**src/rtl/mux_pkg.sv**
```systemverilog
// Shared constants and helpers for the N-channel registered mux/arbiter.
// Slice helper works on a widened bus so one function serves every width.
package mux_pkg;

  localparam logic MODE_FIXED = 1'b0;
  localparam logic MODE_RR    = 1'b1;

  localparam int MAX_CH  = 32;
  localparam int MAX_W   = 256;
  localparam int MAX_BUS = MAX_CH * MAX_W;

  // Callers zero-extend their bus to MAX_BUS and truncate the result to W.
  function automatic logic [MAX_W-1:0] ch_slice(
    input logic [MAX_BUS-1:0] bus,
    input int                 k,
    input int                 w
  );
    logic [MAX_BUS-1:0] shifted;
    shifted = bus >> (k * w);
    return shifted[MAX_W-1:0];
  endfunction

endpackage

```
**src/rtl/rr_arbiter.sv**
```systemverilog
// Combinational round-robin picker: first request at or above ptr, wrapping.
// The pointer register is owned by the parent.
module rr_arbiter #(
  parameter int N_CH = 8,
  parameter int SW   = $clog2(N_CH)
) (
  input  logic [N_CH-1:0] req,
  input  logic [SW-1:0]   ptr,
  output logic [N_CH-1:0] gnt,
  output logic [SW-1:0]   idx,
  output logic            any
);

  int          c;
  logic [SW-1:0] ci;

  always_comb begin
    gnt = '0;
    idx = '0;
    any = 1'b0;
    c   = 0;
    ci  = '0;
    for (int i = 0; i < N_CH; i++) begin
      c  = (int'(ptr) + i) % N_CH;
      ci = SW'(c);
      if (!any && req[ci]) begin
        any     = 1'b1;
        idx     = ci;
        gnt[ci] = 1'b1;
      end
    end
  end

endmodule

```
**src/rtl/mux_arb_n.sv**
```systemverilog
// N-channel registered mux with valid/ready per channel and a
// fixed-select or round-robin grant feeding one output register.
module mux_arb_n
  import mux_pkg::*;
#(
  parameter int N_CH = 8,
  parameter int W    = 8,
  parameter int SW   = $clog2(N_CH)
) (
  input  logic              clk,
  input  logic              rst_n,
  input  logic              mode,
  input  logic [SW-1:0]     sel,
  input  logic [N_CH*W-1:0] in_data,
  input  logic [N_CH-1:0]   in_valid,
  output logic [N_CH-1:0]   in_ready,
  output logic [W-1:0]      out_data,
  output logic [SW-1:0]     out_ch,
  output logic              out_valid,
  input  logic              out_ready
);

  logic [SW-1:0]   rr_ptr;
  logic [N_CH-1:0] rr_gnt;
  logic [SW-1:0]   rr_idx;
  logic            rr_any;

  logic [N_CH-1:0] fix_gnt;
  logic            fix_hit;

  logic [N_CH-1:0] g_vec;
  logic [SW-1:0]   g_idx;
  logic            g_any;

  logic            can_load;
  logic            xfer;
  logic [W-1:0]    g_word;
  logic [SW-1:0]   ptr_next;

  rr_arbiter #(
    .N_CH (N_CH),
    .SW   (SW)
  ) u_arb (
    .req (in_valid),
    .ptr (rr_ptr),
    .gnt (rr_gnt),
    .idx (rr_idx),
    .any (rr_any)
  );

  // sel may exceed N_CH-1 when N_CH is not a power of two
  always_comb begin
    fix_hit = 1'b0;
    fix_gnt = '0;
    if (int'(sel) < N_CH) begin
      fix_hit      = in_valid[sel];
      fix_gnt[sel] = in_valid[sel];
    end
  end

  always_comb begin
    g_vec = '0;
    g_idx = '0;
    g_any = 1'b0;
    unique case (mode)
      MODE_FIXED: begin
        g_vec = fix_gnt;
        g_idx = sel;
        g_any = fix_hit;
      end
      MODE_RR: begin
        g_vec = rr_gnt;
        g_idx = rr_idx;
        g_any = rr_any;
      end
    endcase
  end

  assign can_load = !out_valid || out_ready;
  assign xfer     = g_any && can_load;
  assign in_ready = can_load ? g_vec : '0;

  assign g_word = W'(ch_slice(MAX_BUS'(in_data), int'(g_idx), W));

  assign ptr_next = (int'(g_idx) == N_CH - 1) ? '0 : g_idx + SW'(1);

  always_ff @(posedge clk or negedge rst_n) begin
    if (!rst_n) begin
      out_data  <= '0;
      out_ch    <= '0;
      out_valid <= 1'b0;
      rr_ptr    <= '0;
    end else begin
      if (xfer) begin
        out_data  <= g_word;
        out_ch    <= g_idx;
        out_valid <= 1'b1;
      end else if (out_ready) begin
        out_valid <= 1'b0;
      end
      if (xfer && mode == MODE_RR)
        rr_ptr <= ptr_next;
    end
  end

endmodule

```
**config.mk**
```make
export PLATFORM = sky130hd
export DESIGN_NAME = mux_arb_n
export DESIGN_NICKNAME = d
export VERILOG_FILES = /design/src/rtl/mux_pkg.sv /design/src/rtl/rr_arbiter.sv /design/src/rtl/mux_arb_n.sv
export SDC_FILE = /design/constraint.sdc
export NUM_CORES = 1
export LEC_CHECK = 0
export BUFFER_PORTS_ARGS = -buffer_cell sky130_fd_sc_hd__buf_2
export CAP_MARGIN = 10
export CORE_MARGIN = 2
export CORE_UTILIZATION = 55
export DETAILED_ROUTE_END_ITERATION = 12
export GPL_TIMING_DRIVEN = 0
export PLACE_DENSITY = 0.87
export RECOVER_POWER = 100
export SYNTH_ARGS = -nofsm -noshare
export SYNTH_HDL_FRONTEND = slang
export SYNTH_SLANG_ARGS = --single-unit
```
**constraint.sdc**
```tcl
create_clock -name clk -period 11.45 [get_ports clk]
set_clock_uncertainty 0.15 [all_clocks]
set_input_delay 2.29 -clock clk [delete_from_list [all_inputs] [get_ports clk]]
set_output_delay 2.29 -clock clk [all_outputs]
set_load 0.02 [all_outputs]
```
==> results.cfg, run 1 <==
[grt]
grt_pass1_wl_mm = 12.9
grt-ovfl-total = 0
track_usage_pct = 29.5
grt_max_degree = 16
grt_pass1_vias = 2638
antenna_found_initial = 0

[worst_setup_path]
crit_path_frequent_cell = clkbuf_1
required_ns = 9.01
path_cells = clkbuf_1 -> clkbuf_1 -> clkbuf_1 -> clkinv_1 -> ha_1 -> xnor2_1 -> mux4_2 -> nand4_1 -> clkbuf_1 -> nor2_1 -> a221o_1 -> mux2_2 -> a32oi_1 -> nor2_1 -> clkbuf_1
path_buf_inv = 6
slowest_stage = xnor2_1
crit_family = buffers and inverters
cp.arrival_ns = 5.91
max_stage_delay_ns = 0.76
cp-start-kind = register
cp_max_fo = 10
crit_type = register to output port
end_kind = output port

[logic_synthesis]
ys_top_cells_by_area = dfrtp_1, mux2i_1, mux4_2
synthFlopType = dfrtp_1
seq_area_frac_synth_pct = 13.6
synth_cells = 310
synth_top_family_by_area = multiplexers
syn-num-nets = 397
yosys_warnings = 0
synth_xor_area_share_pct = 0.909
synth_cell_types = 57
synthSimpleGateAreaFrac_pct = 18.3
synthArstFlopShare_pct = 100
synth_seq_cells = 15
synth_top_area_cell = dfrtp_1
synth_area_um2 = 2750
synth_adder_area_share_pct = 3.63
muxShareOfSynthArea_pct = 32.2
avgSynthCellArea_um2 = 8.88
synth-compound-area-share_pct = 25.3
synth-edff-count = 0
synth_top_cell_area_share_pct = 13.6

[clock_tree]
ctsHoldBuffers = 0
clock_latency_ns = 0.25
cts_buffers = 3
cts_sinks = 15
htreeDepth = 1
clkTransAtPathRegs_ns = 0.06
clk_root_buffer_cell = clkbuf_8
ctsResizeCount = 0
post_cts_buffers = 0
cts_tree = done
cts_buffer_depth = 2

[detailed_routing]
drc = 0
wl_met1_mm = 3.44
vias = 2983
wl_met2_mm = 4.20
drtAntennaViolNets = 0
drt_iter0_drc = 221
routed_wl_mm = 8.48
maxUsedRoutingLayer = met4
drt_pass1_iterations = 5
post_drt_wl_per_cell_um = 17.8
via_per_inst = 6.25
wl_met3_um = 711

[placement]
post-dp-hpwl_mm = 6.75
dp_slack_ns = 4.07
port_buffers = 96
dpl_cell_area_um2 = 3320
globalplace.congestion = 0.972

[timing]
min_period_over_period_pct = 72.9
maxSlewHeadroom_pct = 35.1
layout_min_cycle_time_ns = 8.35
setup_viol = 0
rsz0062_at_grt = false
slew_viol_final = 0
fin_ws_ns = 3.10
hold_viol = 0
tns_ns = 0
max_freq_ghz = 0.120
whs_ns = 0.326
tightest_slew_ns = 0.973

[power]
peakVddDrop_mv = 0.193
p_per_area_nw_per_um2 = 318
p_leak_nw = 1.46

[floorplanning]
dieArea_um2 = 5590
num_rows = 25
die_w_um = 74.8
die_h_um = 74.8
floorplan.initialDensity_pct = 57.5
core_area_um2 = 4790
boundaryPins = 99

[hold_path]
hp-class = register to register

[finish]
stdcell_area_um2 = 3270
syn2layout_area_growth_pct = 18.7
antenna_cells = 0
drive_above_1_share_pct = 31.0
finalNetCount = 498
nFillCells = 433

[run_status]
status = finished clean

[run]
drv_cap = 0
layout make-up:
class / instances / area [um2] / area share, %
buffer: 23 / 110 / 3.37
clock buffer: 3 / 41.3 / 1.26
clock inverter: 1 / 5.00 / 0.153
inverter: 8 / 30.0 / 0.918
multi-input combinational: 264 / 2170 / 66.4
sequential: 15 / 375 / 11.5
tap: 67 / 83.8 / 2.56
timing repair buffer: 96 / 454 / 13.9
registers in the layout, summed over array words and instances, names as in the netlist:
| signal | count |
|---|---|
| out_data | 8 |
| out_ch | 3 |
| rr_ptr | 3 |
| out_valid | 1 |
cells in the mapped netlist (all sizes together), types with 2 or more instances:
cell type	count
a21oi	17
nand2b	13
a22o	9
nand3b	4
nor3	5
mux2i	36
mux4	12
nand2	37
mux2	20
a31oi	2
a32oi	4
nor2b	8
inv	7
dfrtp	15
a221o	2
o21ai	9
clkbuf	11
buf	12
a22oi	8
o2111ai	8
a221oi	5
nor2	23
o211ai	9
xnor2	2
and2	3
o32ai	2
or3	2
ha	8
cells in the final DEF (no fill, tap or decap), drive strengths merged, types with 9 or more instances in the layout:
cell,n
buf,83
clkbuf,39
nand2,37
mux2i,36
nor2,23
mux2,20
a21oi,17
dfrtp,15
nand2b,13
mux4,12
a22o,9
o21ai,9
o211ai,9
routing by layer:
layer	track usage, %	up-vias
li1	-	1397
met1	40.2	1410
met2	49.0	165
met3	5.09	11
met4	7.14	0
met5	0	-
report_power, final:
group          switching (W)  internal [W]  leakage (nW)   total, W
logic               0.000514      0.000385          1.26   0.000899
registers          0.0000190     0.0000785         0.181  0.0000975
clock network      0.0000192     0.0000242        0.0255  0.0000433
tightest hold or removal path, cell delays in order (launching register included):
cell	delay, ns
dfrtp_1	0.34
nand2_1	0.05
nand2_1	0.05
metrics by stage:
stage          power (W)  util, %  std cells
2_1_floorplan   0.000818        -        310
3_3_place_gp    0.000995     69.3        473
3_5_place_dp     0.00101     69.3        473
4_1_cts          0.00106     70.3        477
5_1_grt          0.00112     68.3        477
6_report         0.00104     68.3        477
logic make-up after synthesis:
kind of cell	after synthesis
adders and majority gates	8
and+or+nand+nor	102
muxes	68
xor gates and xnor gates	2
DFF	15
AOI/OAI and AO/OA	84
buffers and inverters	31
final timing paths:
check	slack (ns)	to	cells past startpoint	from
setup / recovery	3.10	in_ready[5]	15	rr_ptr[0]
setup reg to reg	4.40	rr_ptr[2]	18	rr_ptr[0]
min in group asynchronous	1.95	out_ch[2]	1	rst_n
hold / removal	0.33	out_ch[1]	2	out_ch[1]
max in group asynchronous	8.70	out_data[2]	1	rst_n
hold reg to reg	0.33	out_ch[1]	2	out_ch[1]
No activity file was read; power rests on OpenSTA's default activity.
==> run 2, diff against run 1 <==
Settings changed: CORE_UTILIZATION 55 to 51, PLACE_DENSITY 0.87 to 0.82.
Clock period 11.45 ns to 8.76 ns, I/O delays scaled along.
==> run 2 against run 1 <==
Compared with the run above: non-clock buffer count is the same; flip-flop and latch count unchanged; die area increased by 7.4%; total power grew 31%; hold slack better by 0.018 ns; critical endpoint unchanged; largest cell class unchanged.
==> results.cfg, run 2 (synthesis gave the netlist of run 1 again) <==
[timing]
rsz0062_at_grt = false
tns_ns = 0
maxSlewHeadroom_pct = 39.5
tightest_slew_ns = 0.908
hold_viol = 0
layout_min_cycle_time_ns = 7.39
min_period_over_period_pct = 84.4
fin_ws_ns = 1.37
max_freq_ghz = 0.135
setup_viol = 0
slew_viol_final = 0

[detailed_routing]
drt_iter0_drc = 154
routed_wl_mm = 8.09
wl_met1_mm = 3.43
via_per_inst = 6.10
drt_pass1_iterations = 4
wl_met2_mm = 4.04
post_drt_wl_per_cell_um = 16.8
drc = 0
vias = 2927
drtAntennaViolNets = 0
maxUsedRoutingLayer = met4
wl_met3_um = 540

[power]
peakVddDrop_mv = 0.188
p_per_area_nw_per_um2 = 413
p_leak_nw = 1.48

[finish]
drive_above_1_share_pct = 32.0
reg.largest.list = out_data x8, out_ch x3, rr_ptr x3
finalNetCount = 498
final_common_cell = buf_2
final_cell_mix = buf_2, nand2_1, clkbuf_1, mux2i_1, nor2_1
nFillCells = 444
final_util_pct = 63.7
syn2layout_area_growth_pct = 19.7
stdcell_count = 480
largest_reg_flops = 8
largest_register = out_data
antenna_cells = 0

[worst_setup_path]
reg2reg_depth = 18
cp-start-kind = register
end_kind = output port
crit_type = register to output port
cp_max_fo = 10
cp.arrival_ns = 5.49
required_ns = 6.86

[clock_tree]
clk_root_buffer_cell = clkbuf_8
ctsHoldBuffers = 0
ctsResizeCount = 0
post_cts_buffers = 0
cts_tree = done
cts_buffer_depth = 2
htreeDepth = 1
clock_latency_ns = 0.26
cts_sinks = 15
cts_buffers = 3
clkTransAtPathRegs_ns = 0.06

[placement]
dp_slack_ns = 2.29
dp_cells = 476
post-dp-hpwl_mm = 6.50
port_buffers = 96
globalplace.congestion = 1.00

[floorplanning]
dieArea_um2 = 6000
core_area_um2 = 5170
die_w_um = 77.5
boundaryPins = 99
num_rows = 26
die_h_um = 77.5
floorplan.initialDensity_pct = 53.2

[hold_path]
hp-class = register to register
holdPathStages = 2

[grt]
antenna_found_initial = 0
grt_pass1_vias = 2734
grt_max_degree = 16
grt_pass1_wl_mm = 12.9
grt-ovfl-total = 0
track_usage_pct = 26.2

[run]
drv_cap = 0

[run_status]
status = finished clean
==> run 2: layout make-up <==
| type | instances | area, um2 | area share (%) |
|---|---|---|---|
| repair buffers | 96 | 454 | 13.8 |
| well taps | 70 | 87.6 | 2.66 |
| plain buffers | 23 | 121 | 3.68 |
| flip-flops and latches | 15 | 375 | 11.4 |
| multi-input cells | 264 | 2180 | 66.2 |
| clock inverters | 1 | 5.00 | 0.152 |
| clock buffers | 3 | 41.3 | 1.25 |
| inverters | 8 | 30.0 | 0.911 |
==> run 2: where the power goes <==
group | internal [W] | switching [W] | leakage [nW]
Clock | 0.0000316 | 0.0000254 | 0.0255
Sequential | 0.000103 | 0.0000248 | 0.181
Combinational | 0.000512 | 0.000664 | 1.28
Total | 0.000646 | 0.000714 | 1.48
==> run 2: layer usage <==
metal,vias to the layer above,track usage (%)
met3,6,2.56
li1,1393,-
met5,-,0
met1,1402,34.4
met2,126,46.3
met4,0,6.25
==> run 2: through the flow <==
stage | cell area, um2 | power [W] | hold slack, ns
2_1_floorplan | 2750 | 0.00107 | 0.440
3_3_place_gp | 3320 | 0.00130 | 0.306
3_5_place_dp | 3320 | 0.00132 | 0.319
4_1_cts | 3370 | 0.00138 | 0.331
5_1_grt | 3300 | 0.00147 | 0.371
6_report | 3300 | 0.00136 | 0.344
==> run 2: critical path, cell delays in order, from the launching register on <==
cell      delay (ns)
dfrtp_1         0.35
clkbuf_1        0.52
buf_8           0.23
clkbuf_1        0.47
clkinv_1        0.41
ha_1            0.36
xnor2_1         0.70
mux4_2          0.43
nand4_1         0.15
clkbuf_1        0.35
nor2_1          0.20
a221o_1         0.42
mux2_2          0.27
a32oi_1         0.14
nor2_1          0.05
clkbuf_1        0.18
==> run 2: worst paths after layout <==
check | from | to | slack [ns]
max in group asynchronous | rst_n | out_data[1] | 6.58
hold / removal | out_ch[0] | out_ch[0] | 0.34
hold reg to reg | out_ch[0] | out_ch[0] | 0.34
min in group asynchronous | rst_n | out_data[6] | 1.40
setup / recovery | rr_ptr[0] | in_ready[5] | 1.37
setup reg to reg | rr_ptr[0] | rr_ptr[2] | 2.17
